--- config.mk ---
export PLATFORM = sky130hd
export DESIGN_NAME = id_operand_scoreboard
export DESIGN_NICKNAME = d
export VERILOG_FILES = /design/src/rtl/cpu_pkg.sv /design/src/rtl/regfile_bypass.sv /design/src/rtl/id_operand_scoreboard.sv
export SDC_FILE = /design/constraint.sdc
export NUM_CORES = 2
export LEC_CHECK = 0
export BUFFER_PORTS_ARGS = -buffer_cell sky130_fd_sc_hd__buf_2
export CAP_MARGIN = 20
export CORE_AREA = 2 2 384 539
export CTS_BUF_LIST = sky130_fd_sc_hd__clkbuf_8
export DETAILED_ROUTE_END_ITERATION = 10
export DIE_AREA = 0 0 386 541
export GPL_TIMING_DRIVEN = 0
export SETUP_SLACK_MARGIN = 0.2
export SLEW_MARGIN = 40
export SYNTH_ARGS = -nofsm -noshare
export SYNTH_HDL_FRONTEND = slang
export SYNTH_SLANG_ARGS = --single-unit
--- constraint.sdc ---
create_clock -name clk -period 3.95 [get_ports clk]
set_clock_uncertainty 0.2 [all_clocks]
set_input_delay 0 -clock clk [delete_from_list [all_inputs] [get_ports clk]]
set_output_delay 0 -clock clk [all_outputs]
set_load 0.01 [all_outputs]
--- src/rtl/cpu_pkg.sv ---
// Shared core package: architectural defaults and register constants.
// Imported by the ID-stage operand logic.
package cpu_pkg;

  localparam int XLEN_D   = 32;
  localparam int NREGS_D  = 32;
  localparam int AW_D     = 5;
  localparam int REG_ZERO = 0;

endpackage

--- src/rtl/regfile_bypass.sv ---
// Register file with WB-to-ID write-through bypass.
// Register 0 reads as zero and ignores writes.
module regfile_bypass
  import cpu_pkg::*;
#(
  parameter int XLEN  = XLEN_D,
  parameter int NREGS = NREGS_D,
  parameter int AW    = AW_D
) (
  input  logic            clk,
  input  logic            rst_n,
  input  logic [AW-1:0]   rsAddr,
  input  logic [AW-1:0]   rtAddr,
  input  logic            wbEn,
  input  logic [AW-1:0]   wbAddr,
  input  logic [XLEN-1:0] wbData,
  output logic [XLEN-1:0] rsData,
  output logic [XLEN-1:0] rtData
);

  localparam logic [AW-1:0] ZERO = AW'(REG_ZERO);

  logic [XLEN-1:0] mem [NREGS];
  logic            wbLive;

  assign wbLive = wbEn && (wbAddr != ZERO);

  always_ff @(posedge clk or negedge rst_n) begin
    if (!rst_n) begin
      for (int i = 0; i < NREGS; i++) mem[i] <= '0;
    end else if (wbLive) begin
      mem[wbAddr] <= wbData;
    end
  end

  always_comb begin
    rsData = mem[rsAddr];
    rtData = mem[rtAddr];
    if (wbLive && wbAddr == rsAddr) rsData = wbData;
    if (wbLive && wbAddr == rtAddr) rtData = wbData;
    if (rsAddr == ZERO) rsData = '0;
    if (rtAddr == ZERO) rtData = '0;
  end

endmodule

--- src/rtl/id_operand_scoreboard.sv ---
// ID-stage operand unit: bypassed regfile plus per-register
// pending-load scoreboard driving the ID stall.
module id_operand_scoreboard
  import cpu_pkg::*;
#(
  parameter int XLEN   = XLEN_D,
  parameter int NREGS  = NREGS_D,
  parameter int AW     = AW_D,
  parameter int PEND_W = 2,
  parameter int TOT_W  = 4
) (
  input  logic             clk,
  input  logic             rst_n,
  input  logic [AW-1:0]    rs_addr,
  input  logic [AW-1:0]    rt_addr,
  input  logic             rs_used,
  input  logic             rt_used,
  input  logic             issue_valid,
  input  logic             issue_is_load,
  input  logic [AW-1:0]    issue_dst,
  input  logic             wb_en,
  input  logic [AW-1:0]    wb_addr,
  input  logic [XLEN-1:0]  wb_data,
  input  logic             wb_is_load,
  output logic [XLEN-1:0]  rs_data,
  output logic [XLEN-1:0]  rt_data,
  output logic             stall,
  output logic             pc_if_write,
  output logic [TOT_W-1:0] loads_inflight
);

  localparam logic [AW-1:0]     ZERO = AW'(REG_ZERO);
  localparam logic [PEND_W-1:0] PMAX = '1;
  localparam logic [PEND_W-1:0] PONE = PEND_W'(1);
  localparam logic [TOT_W-1:0]  TMAX = '1;

  logic [PEND_W-1:0] pend [NREGS];
  logic [NREGS-1:0]  ret;
  logic [NREGS-1:0]  inc;
  logic              blkRs;
  logic              blkRt;
  logic              dstFull;
  logic              incAny;
  logic              retAny;
  logic [TOT_W-1:0]  totCnt;

  regfile_bypass #(
    .XLEN  (XLEN),
    .NREGS (NREGS),
    .AW    (AW)
  ) uRegfile (
    .clk    (clk),
    .rst_n  (rst_n),
    .rsAddr (rs_addr),
    .rtAddr (rt_addr),
    .wbEn   (wb_en),
    .wbAddr (wb_addr),
    .wbData (wb_data),
    .rsData (rs_data),
    .rtData (rt_data)
  );

  genvar r;
  generate
    for (r = 0; r < NREGS; r++) begin : gPend
      if (r == REG_ZERO) begin : gZero
        assign pend[r] = '0;
        assign ret[r]  = 1'b0;
        assign inc[r]  = 1'b0;
      end else begin : gReg
        logic [PEND_W-1:0] cnt;

        assign pend[r] = cnt;
        assign ret[r]  = wb_en && wb_is_load
                      && wb_addr == AW'(r) && cnt != '0;
        assign inc[r]  = issue_valid && !stall && issue_is_load
                      && issue_dst == AW'(r);

        always_ff @(posedge clk or negedge rst_n) begin
          if (!rst_n) cnt <= '0;
          else if (inc[r] && !ret[r]) cnt <= cnt + PONE;
          else if (ret[r] && !inc[r]) cnt <= cnt - PONE;
        end
      end
    end
  endgenerate

  // The final retire of a register is bypassed, so it never stalls
  assign blkRs = rs_used && rs_addr != ZERO && pend[rs_addr] != '0
              && !(ret[rs_addr] && pend[rs_addr] == PONE);
  assign blkRt = rt_used && rt_addr != ZERO && pend[rt_addr] != '0
              && !(ret[rt_addr] && pend[rt_addr] == PONE);
  assign dstFull = issue_is_load && issue_dst != ZERO
                && pend[issue_dst] == PMAX;

  assign stall       = issue_valid && (blkRs || blkRt || dstFull);
  assign pc_if_write = ~stall;

  assign incAny = |inc;
  assign retAny = |ret;

  always_ff @(posedge clk or negedge rst_n) begin
    if (!rst_n) totCnt <= '0;
    else if (incAny && !retAny && totCnt != TMAX) totCnt <= totCnt + 1'b1;
    else if (retAny && !incAny && totCnt != '0) totCnt <= totCnt - 1'b1;
  end

  assign loads_inflight = totCnt;

endmodule

# Yosys cells after proc, flatten, opt, wreduce, memory -nomap -nowiden
# Index checks and enable logic that the tools add are counted.
# classes
eq_ne	68
magnitude_cmp	7
muxes	90
bitwise	5
reduce_logical	320
addsub	64
# op_table
operator	count
$bwmux W1024	1
$bmux W32 S5	2
$mux W32	9
$logic_and A1 B1 Y1	177
$demux W32 S5	1
$eq A5 B5 Y1 const B	32
$mux W2	68
$reduce_bool A2 Y1	65
$eq A5 B4 Y1 const B	16
$logic_not A1 Y1	67
$add A2 B1 Y2 const B	31
$reduce_or A31 Y1	2
$sub A2 B1 Y2 const B	31
$eq A5 B3 Y1 const B	8
$bmux W2 S5	3
$ge A6 B6 Y1 const B	4
$not A5 Y6	4
$eq A5 B2 Y1 const B	4
$reduce_bool A5 Y1	4
$lt A5 B6 Y1 const B	2
$bmux W1 S5	2
$eq A5 B1 Y1 const B	2
$eq A5 B5 Y1	2
$logic_not A5 Y1	2
other kinds (11)	15
# totals
register_bits	1090
elab_cells	618
in_bits	60
output_inout_bits	70

# Longest topological paths before layout
# logic_depth
word_depth	21
ltp_mapped	19
ltp_nobuf	16

# Modules after synthesis
# Synthesis repeated with hierarchy kept, for this count alone.
# hier_totals
cells_unflattened	4812
hier_area_um2	62258.5
# modules_own_cells
mod	cells_each	n_inst	area_per_inst_um2	seq_area_each_um2
regfile_bypass	4091	1	55718.4	25624.6
id_operand_scoreboard	721	1	6540.0	1651.6

# Worst setup path after synthesis
# Ideal clock, no wire load.
# synth_path
path_type	flip-flop to flip-flop
from	register gPend[5].gReg.cnt[1]
to	register totCnt[3], in the netlist loads_inflight[3]
setup_time_ns	0.126
period_less_slack_ns	3.865
required_ns	3.624
path_slack_ns	0.085
t_arrival_ns	3.539
n_path_buf	0
stages_incl_launch_ff	14
cell_sequence	dfrtp_1 -> mux4_1 -> mux4_2 -> mux2_2 -> a211oi_2 -> o21ai_4 -> nor2_8 -> nand2_2 -> ha_1 -> a21o_1 -> a21oi_1 -> inv_1 -> or4_1 -> o311a_1
# synth_via
elab_chain_len	19
word_cells_on_any_way	76
cone_classes	3 x eq/ne; 14 x mux; 59 x reduce/logical
# synth_lines
element	line_no	source
start, declared	id_operand_scoreboard.sv:71	logic [PEND_W-1:0] cnt;
start signal, assigned	id_operand_scoreboard.sv:81	else if (inc[r] && !ret[r]) cnt <= cnt + PONE;
start signal, assigned	id_operand_scoreboard.sv:82	else if (ret[r] && !inc[r]) cnt <= cnt - PONE;
$bmux W2 S5, or another cell as far along	id_operand_scoreboard.sv:89, id_operand_scoreboard.sv:90	
$mux W2 (implied by the code), or another cell as far along (2 in a row)	id_operand_scoreboard.sv:89, id_operand_scoreboard.sv:90	
$eq A2 B1 Y1, or another cell as far along	id_operand_scoreboard.sv:90	&& !(ret[rs_addr] && pend[rs_addr] == PONE);
$logic_and A1 B1 Y1 (on tied branches)	id_operand_scoreboard.sv:90, id_operand_scoreboard.sv:92	
$logic_not A1 Y1 (on tied branches)	id_operand_scoreboard.sv:90, id_operand_scoreboard.sv:92	
$logic_and A1 B1 Y1 (on tied branches)	id_operand_scoreboard.sv:90, id_operand_scoreboard.sv:92	
$logic_or A1 B1 Y1 (2 in a row)	id_operand_scoreboard.sv:96	assign stall = issue_valid && (blkRs || blkRt || dstFull);
$logic_and A1 B1 Y1	id_operand_scoreboard.sv:96	
$logic_not A1 Y1	id_operand_scoreboard.sv:76	assign inc[r] = issue_valid && !stall && issue_is_load
$logic_and A1 B1 Y1 (2 in a row)	id_operand_scoreboard.sv:76	
$logic_and A1 B1 Y1	id_operand_scoreboard.sv:77	&& issue_dst == AW'(r);
$reduce_or A31 Y1	id_operand_scoreboard.sv:99	assign incAny = |inc;
$logic_not A1 Y1	id_operand_scoreboard.sv:105	else if (retAny && !incAny && totCnt != '0) totCnt <= totCnt - 1'b1;
$logic_and A1 B1 Y1 (2 in a row)	id_operand_scoreboard.sv:105	
$reduce_bool A2 Y1 (no line)	--	
end signal, assigned	id_operand_scoreboard.sv:104	else if (incAny && !retAny && totCnt != TMAX) totCnt <= totCnt + 1'b1;
end signal, assigned	id_operand_scoreboard.sv:105	
end, declared	id_operand_scoreboard.sv:45	logic [TOT_W-1:0] totCnt;
# Parallel ways exist; a longest one is shown, timed or not. The select of a mux whose other input is x is not followed.
# A chain may end at the register's enable or synchronous reset.

# Final worst setup path
# layout_path
from	register gPend[17].gReg.cnt[0]
to	register totCnt[3], in the netlist loads_inflight[3]
# layout_via
elab_chain_len	19
word_cells_on_any_way	76
cone_classes	3 x eq/ne; 14 x mux; 59 x reduce/logical
# layout_lines
element	line_no
start, declared	id_operand_scoreboard.sv:71
start signal, assigned	id_operand_scoreboard.sv:81
start signal, assigned	id_operand_scoreboard.sv:82
$bmux W2 S5, or another cell as far along	id_operand_scoreboard.sv:89, id_operand_scoreboard.sv:90
$mux W2 (implied by the code), or another cell as far along (2 in a row)	id_operand_scoreboard.sv:89, id_operand_scoreboard.sv:90
$eq A2 B1 Y1, or another cell as far along	id_operand_scoreboard.sv:90
$logic_and A1 B1 Y1 (on tied branches)	id_operand_scoreboard.sv:90, id_operand_scoreboard.sv:92
$logic_not A1 Y1 (on tied branches)	id_operand_scoreboard.sv:90, id_operand_scoreboard.sv:92
$logic_and A1 B1 Y1 (on tied branches)	id_operand_scoreboard.sv:90, id_operand_scoreboard.sv:92
$logic_or A1 B1 Y1 (2 in a row)	id_operand_scoreboard.sv:96
$logic_and A1 B1 Y1	id_operand_scoreboard.sv:96
$logic_not A1 Y1	id_operand_scoreboard.sv:76
$logic_and A1 B1 Y1 (2 in a row)	id_operand_scoreboard.sv:76
$logic_and A1 B1 Y1	id_operand_scoreboard.sv:77
$reduce_or A31 Y1	id_operand_scoreboard.sv:99
$logic_not A1 Y1	id_operand_scoreboard.sv:105
$logic_and A1 B1 Y1 (2 in a row)	id_operand_scoreboard.sv:105
$reduce_bool A2 Y1 (no line)	--
# Parallel ways exist; a longest one is shown, timed or not. The select of a mux whose other input is x is not followed.

==> metrics.log <==
[metrics] vias per std cell: 5.80
[metrics] arithmetic-cell share of the synthesized area counting full adders, half adders and majority gates: 0.00710
[metrics] area share of the leading cell type in the synthesized netlist: 0.448
[metrics] post-synthesis compound-gate area fraction: 0.0207
[metrics] die outline width: 386 um
[metrics] starting density of the core: 0.298
[metrics] Cells after Synth: 3,995
[metrics] Critical Path Source Type: flop
[metrics] CP delay by family, top: simple AND/OR/NAND/NOR gates
[metrics] CTS sink count: 1,090
[metrics] Max H-tree Level: 4
[metrics] number of nets at the end of the flow: 4,536
[metrics] series of cell instances along the critical path: nor2_1 -> or3_1 -> nand4_1 -> or4b_1 -> nor2_4 -> and2_1 -> nand2_4 -> ha_4 -> a21o_1 -> a21oi_2 -> inv_1 -> or4_4 -> o311a_1
[metrics] # rows: 197
[metrics] final period utilization: 0.990
[metrics] nature of the critical path endpoint: flop
[metrics] final count of pins violating max slew: 0
[metrics] final worst path period need: 3.91 ns
[metrics] Setup Crit Path Kind: flop to flop
[metrics] Num CTS Buffers: 166
[metrics] Detail Route Antenna Nets: 0
[metrics] GRT Total Usage: 0.220
[metrics] die height: 541 um
[metrics] primary flip-flop cell chosen by synthesis mapping: sky130_fd_sc_hd__dfrtp_1
[metrics] Critical Path Slowest Stage Cell: sky130_fd_sc_hd__or4b_1
[metrics] Int Power: 23.7 mW
[metrics] Combinational Power Share: 0.274
[metrics] clock tree from TritonCTS: yes
[metrics] # Max-Cap Violations: 0
[metrics] cell accounting for the most synthesized area: sky130_fd_sc_hd__dfrtp_1
[metrics] post-synthesis to final-layout area growth: 18.0%
[metrics] relative max-transition margin: 0.434
[metrics] final global-route overflow total: 0
[metrics] number of antenna violations at the first check in global routing: 19
[metrics] sequential cell area fraction in the yosys report: 0.448
[metrics] sw frac: 0.319
[metrics] num ports: 130
[metrics] Power Dens Cells: 484 nW/um^2
[metrics] path type of the worst min-delay path: input port to flop
[metrics] gpl congestion: 0.915
[metrics] Setup TNS Final: 0 ns
[metrics] placed wire-length estimate after detailed placement: 162 mm
[metrics] number of remaining DRC errors: 0
[metrics] final WL: 231 mm
[metrics] Max VDD drop: 0.000410 V
[metrics] number of hold violations in the final report: 0
[metrics] routed vias: 42,000
[metrics] Mapped Nets: 4,089
[metrics] first-pass GRT wire length: 327 mm
[metrics] final standard cell utilization of the core: 0.352
[metrics] worst-skew pair later-pin latency: 0.91 ns
[metrics] biggest area contributors in the synthesized netlist: sky130_fd_sc_hd__dfrtp_1, sky130_fd_sc_hd__mux4_2, sky130_fd_sc_hd__mux2_2
[metrics] Max stage delay on crit path: 0.60 ns
[metrics] setup slack of the worst register-to-register path: 0.04 ns
[metrics] CTS Root Cell: sky130_fd_sc_hd__clkbuf_8
[metrics] CORE AREA: 204,000 um^2
[metrics] worst r2r src: gPend[17].gReg.cnt[0]
[metrics] crit path DAT: 4.50 ns
[metrics] die area: 209,000 um^2
[metrics] run status: finished, final reports clean
[metrics] number of buffers and inverters on the critical path: 1
[metrics] Synth Register Bits: 1,090
[metrics] mean instance size in the synthesized netlist: 15.3 um^2
[metrics] asr flop ratio synth: 1.00
[metrics] most frequently used cell type in the post-synthesis netlist: sky130_fd_sc_hd__dfrtp_1
[metrics] achievable frequency: 256 MHz
[metrics] worst hold slack: 0.0727 ns
[metrics] source of the critical timing path: gPend[17].gReg.cnt[0]
[metrics] Setup-failing EPs final: 0
[metrics] sequential fraction of design power: 0.449
[metrics] Post-Synth XOR/XNOR Area: 0.0148
[metrics] largest family of logic cells by synthesized area: multiplexers
[metrics] largest net degree at the start of global routing: 102
[metrics] switching pwr: 11.1 mW
[metrics] Yosys warnings: 0
[metrics] Distinct cells, synth: 86
[metrics] multiplexer share of the synthesized area: 0.447
[metrics] start point of the worst min-delay path: wb_addr[4]
[metrics] ratio of cells with drive above 1 in the final layout: 0.564
[metrics] fraction of the mapped netlist area in simple logic gates: 0.0335
[metrics] number of detailed-route iterations in the first pass: 5
[metrics] cell area after synthesis: 60,900 um^2
[metrics] Iter 0 DRT Violations: 4,052
[metrics] maximum net fanout on the critical path: 6
[metrics] number of port buffers: 123
[metrics] most numerous cell types in the synthesized netlist: sky130_fd_sc_hd__dfrtp_1, sky130_fd_sc_hd__mux2_2, sky130_fd_sc_hd__mux4_2
[metrics] Worst-Margin Slew: 0.849 ns
[metrics] Crit path required time: 4.54 ns
[metrics] leakage power: 30.3 nW
[metrics] EDFF count, synth: 0
[metrics] vias in the first global route: 43,700
[metrics] Routed WL per cell: 31.9 um
[metrics] setup repair after global routing missed its margin: true
[metrics] clock power share: 0.276
[metrics] buffer depth of the longest clock path: 3
[metrics] clock-pin slew on the worst setup and hold paths: 0.07 ns
repair_timing:
action | in CTS | in global routing
endpoints found under the setup margin | 124 | 227
buffers inserted | 15 | 14
gates resized for setup | 179 | 153
gates cloned | 0 | 2
pin swaps | 19 | 44
endpoints found under the hold margin | 1406 | 0
hold buffers | 102 | 0
power groups by stage:
stage	clock network, mW	registers (mW)	logic, mW
floorplan	0	14.9	6.33
global placement	0	15.5	8.67
detailed placement	0	15.7	8.88
CTS	9.75	15.5	9.32
global route	10.2	15.9	10.1
finish	9.62	15.6	9.55
per-layer routing:
metal / GRT usage / vias to the layer above / wire, um
met2: 0.363 / 2127 / 113000
met1: 0.264 / 22700 / 85700
met5: 0.00141 / - / 139
met3: 0.0461 / 766 / 16800
met4: 0.126 / 16 / 16100
li1: - / 16400 / -
placed cells by master, fill, tap and decap left out, drive strengths merged, types with 5 or more instances in the layout:
cell type and instances:
dfrtp 1090, mux2 998, mux4 674, clkbuf 530, buf 298, nor2 189
dlygate4sd3 89, mux2i 78, xor2 69, a211oi 68, inv 62, nand2 38
xnor2 34, ha 33, or3 32, nor3 26, nand3 21, clkinv 19
o21ai 19, o22ai 15, and3 13, o211ai 11, a21oi 11, nor4 11
nor2b 10, diode 8, nand4 8, nand2b 8, or2 8, nand3b 7
and4 6, and2 6, clkinvlp 5, o311ai 5
worst reg2reg max path: cells and delay by family (launching register included):
kind | cells | cell delay, ns
flip-flops | 1 | 0.51
AND/OR/NAND/NOR | 8 | 2.37
buffers and inverters | 1 | 0.07
adder cells (fa/ha/maj) | 1 | 0.21
AO/OA/AOI/OAI | 3 | 0.44
area by class of cell:
class	instances	area, um^2
antenna	8	20.0
buffer	437	2240
clock buffer	201	2770
clock inverter	78	472
fill	19500	132000
inverter	11	41.3
multi-input combinational	2457	33000
sequential	1090	27300
tap	2686	3360
timing repair buffer	279	2770
worst paths after layout:
path,depth (start not counted),endpoint
hold reg to reg,1,uRegfile.mem[995]
max in group asynchronous,19,uRegfile.mem[790]
setup / recovery,13,loads_inflight[3]
setup reg to reg,13,loads_inflight[3]
hold / removal,6,gPend[4].gReg.cnt[0]
min in group asynchronous,12,uRegfile.mem[773]
through the flow:
step	setup slack, ns	std cells	area, um^2	power [mW]
floorplan	0.210	3995	61000	21.3
CTS	-0.100	7222	71100	34.6
finish	0.0411	7247	71900	34.8
detailed placement	-0.892	6826	65700	24.6
global placement	-21.49	6804	64900	24.2
global route	-0.139	7241	71900	36.2
sequential cells by signal (all words and copies together) (netlist names):
| signal | count |
|---|---|
| gPend.gReg.cnt | 62 |
| loads_inflight | 4 |
| uRegfile.mem | 1024 |
cell families (layout without fill, tap and decap cells):
logic type                 after synthesis  count (layout)
DFF                                   1090            1090
and+or+nand+nor                        400             400
xor gates and xnor gates               103             103
buffers and inverters                  448            1006
muxes                                 1750            1750
AOI/OAI and AO/OA                      170             170
other                                    0               8
adders and majority gates               34              34
Power figures use the tool's default switching activity.
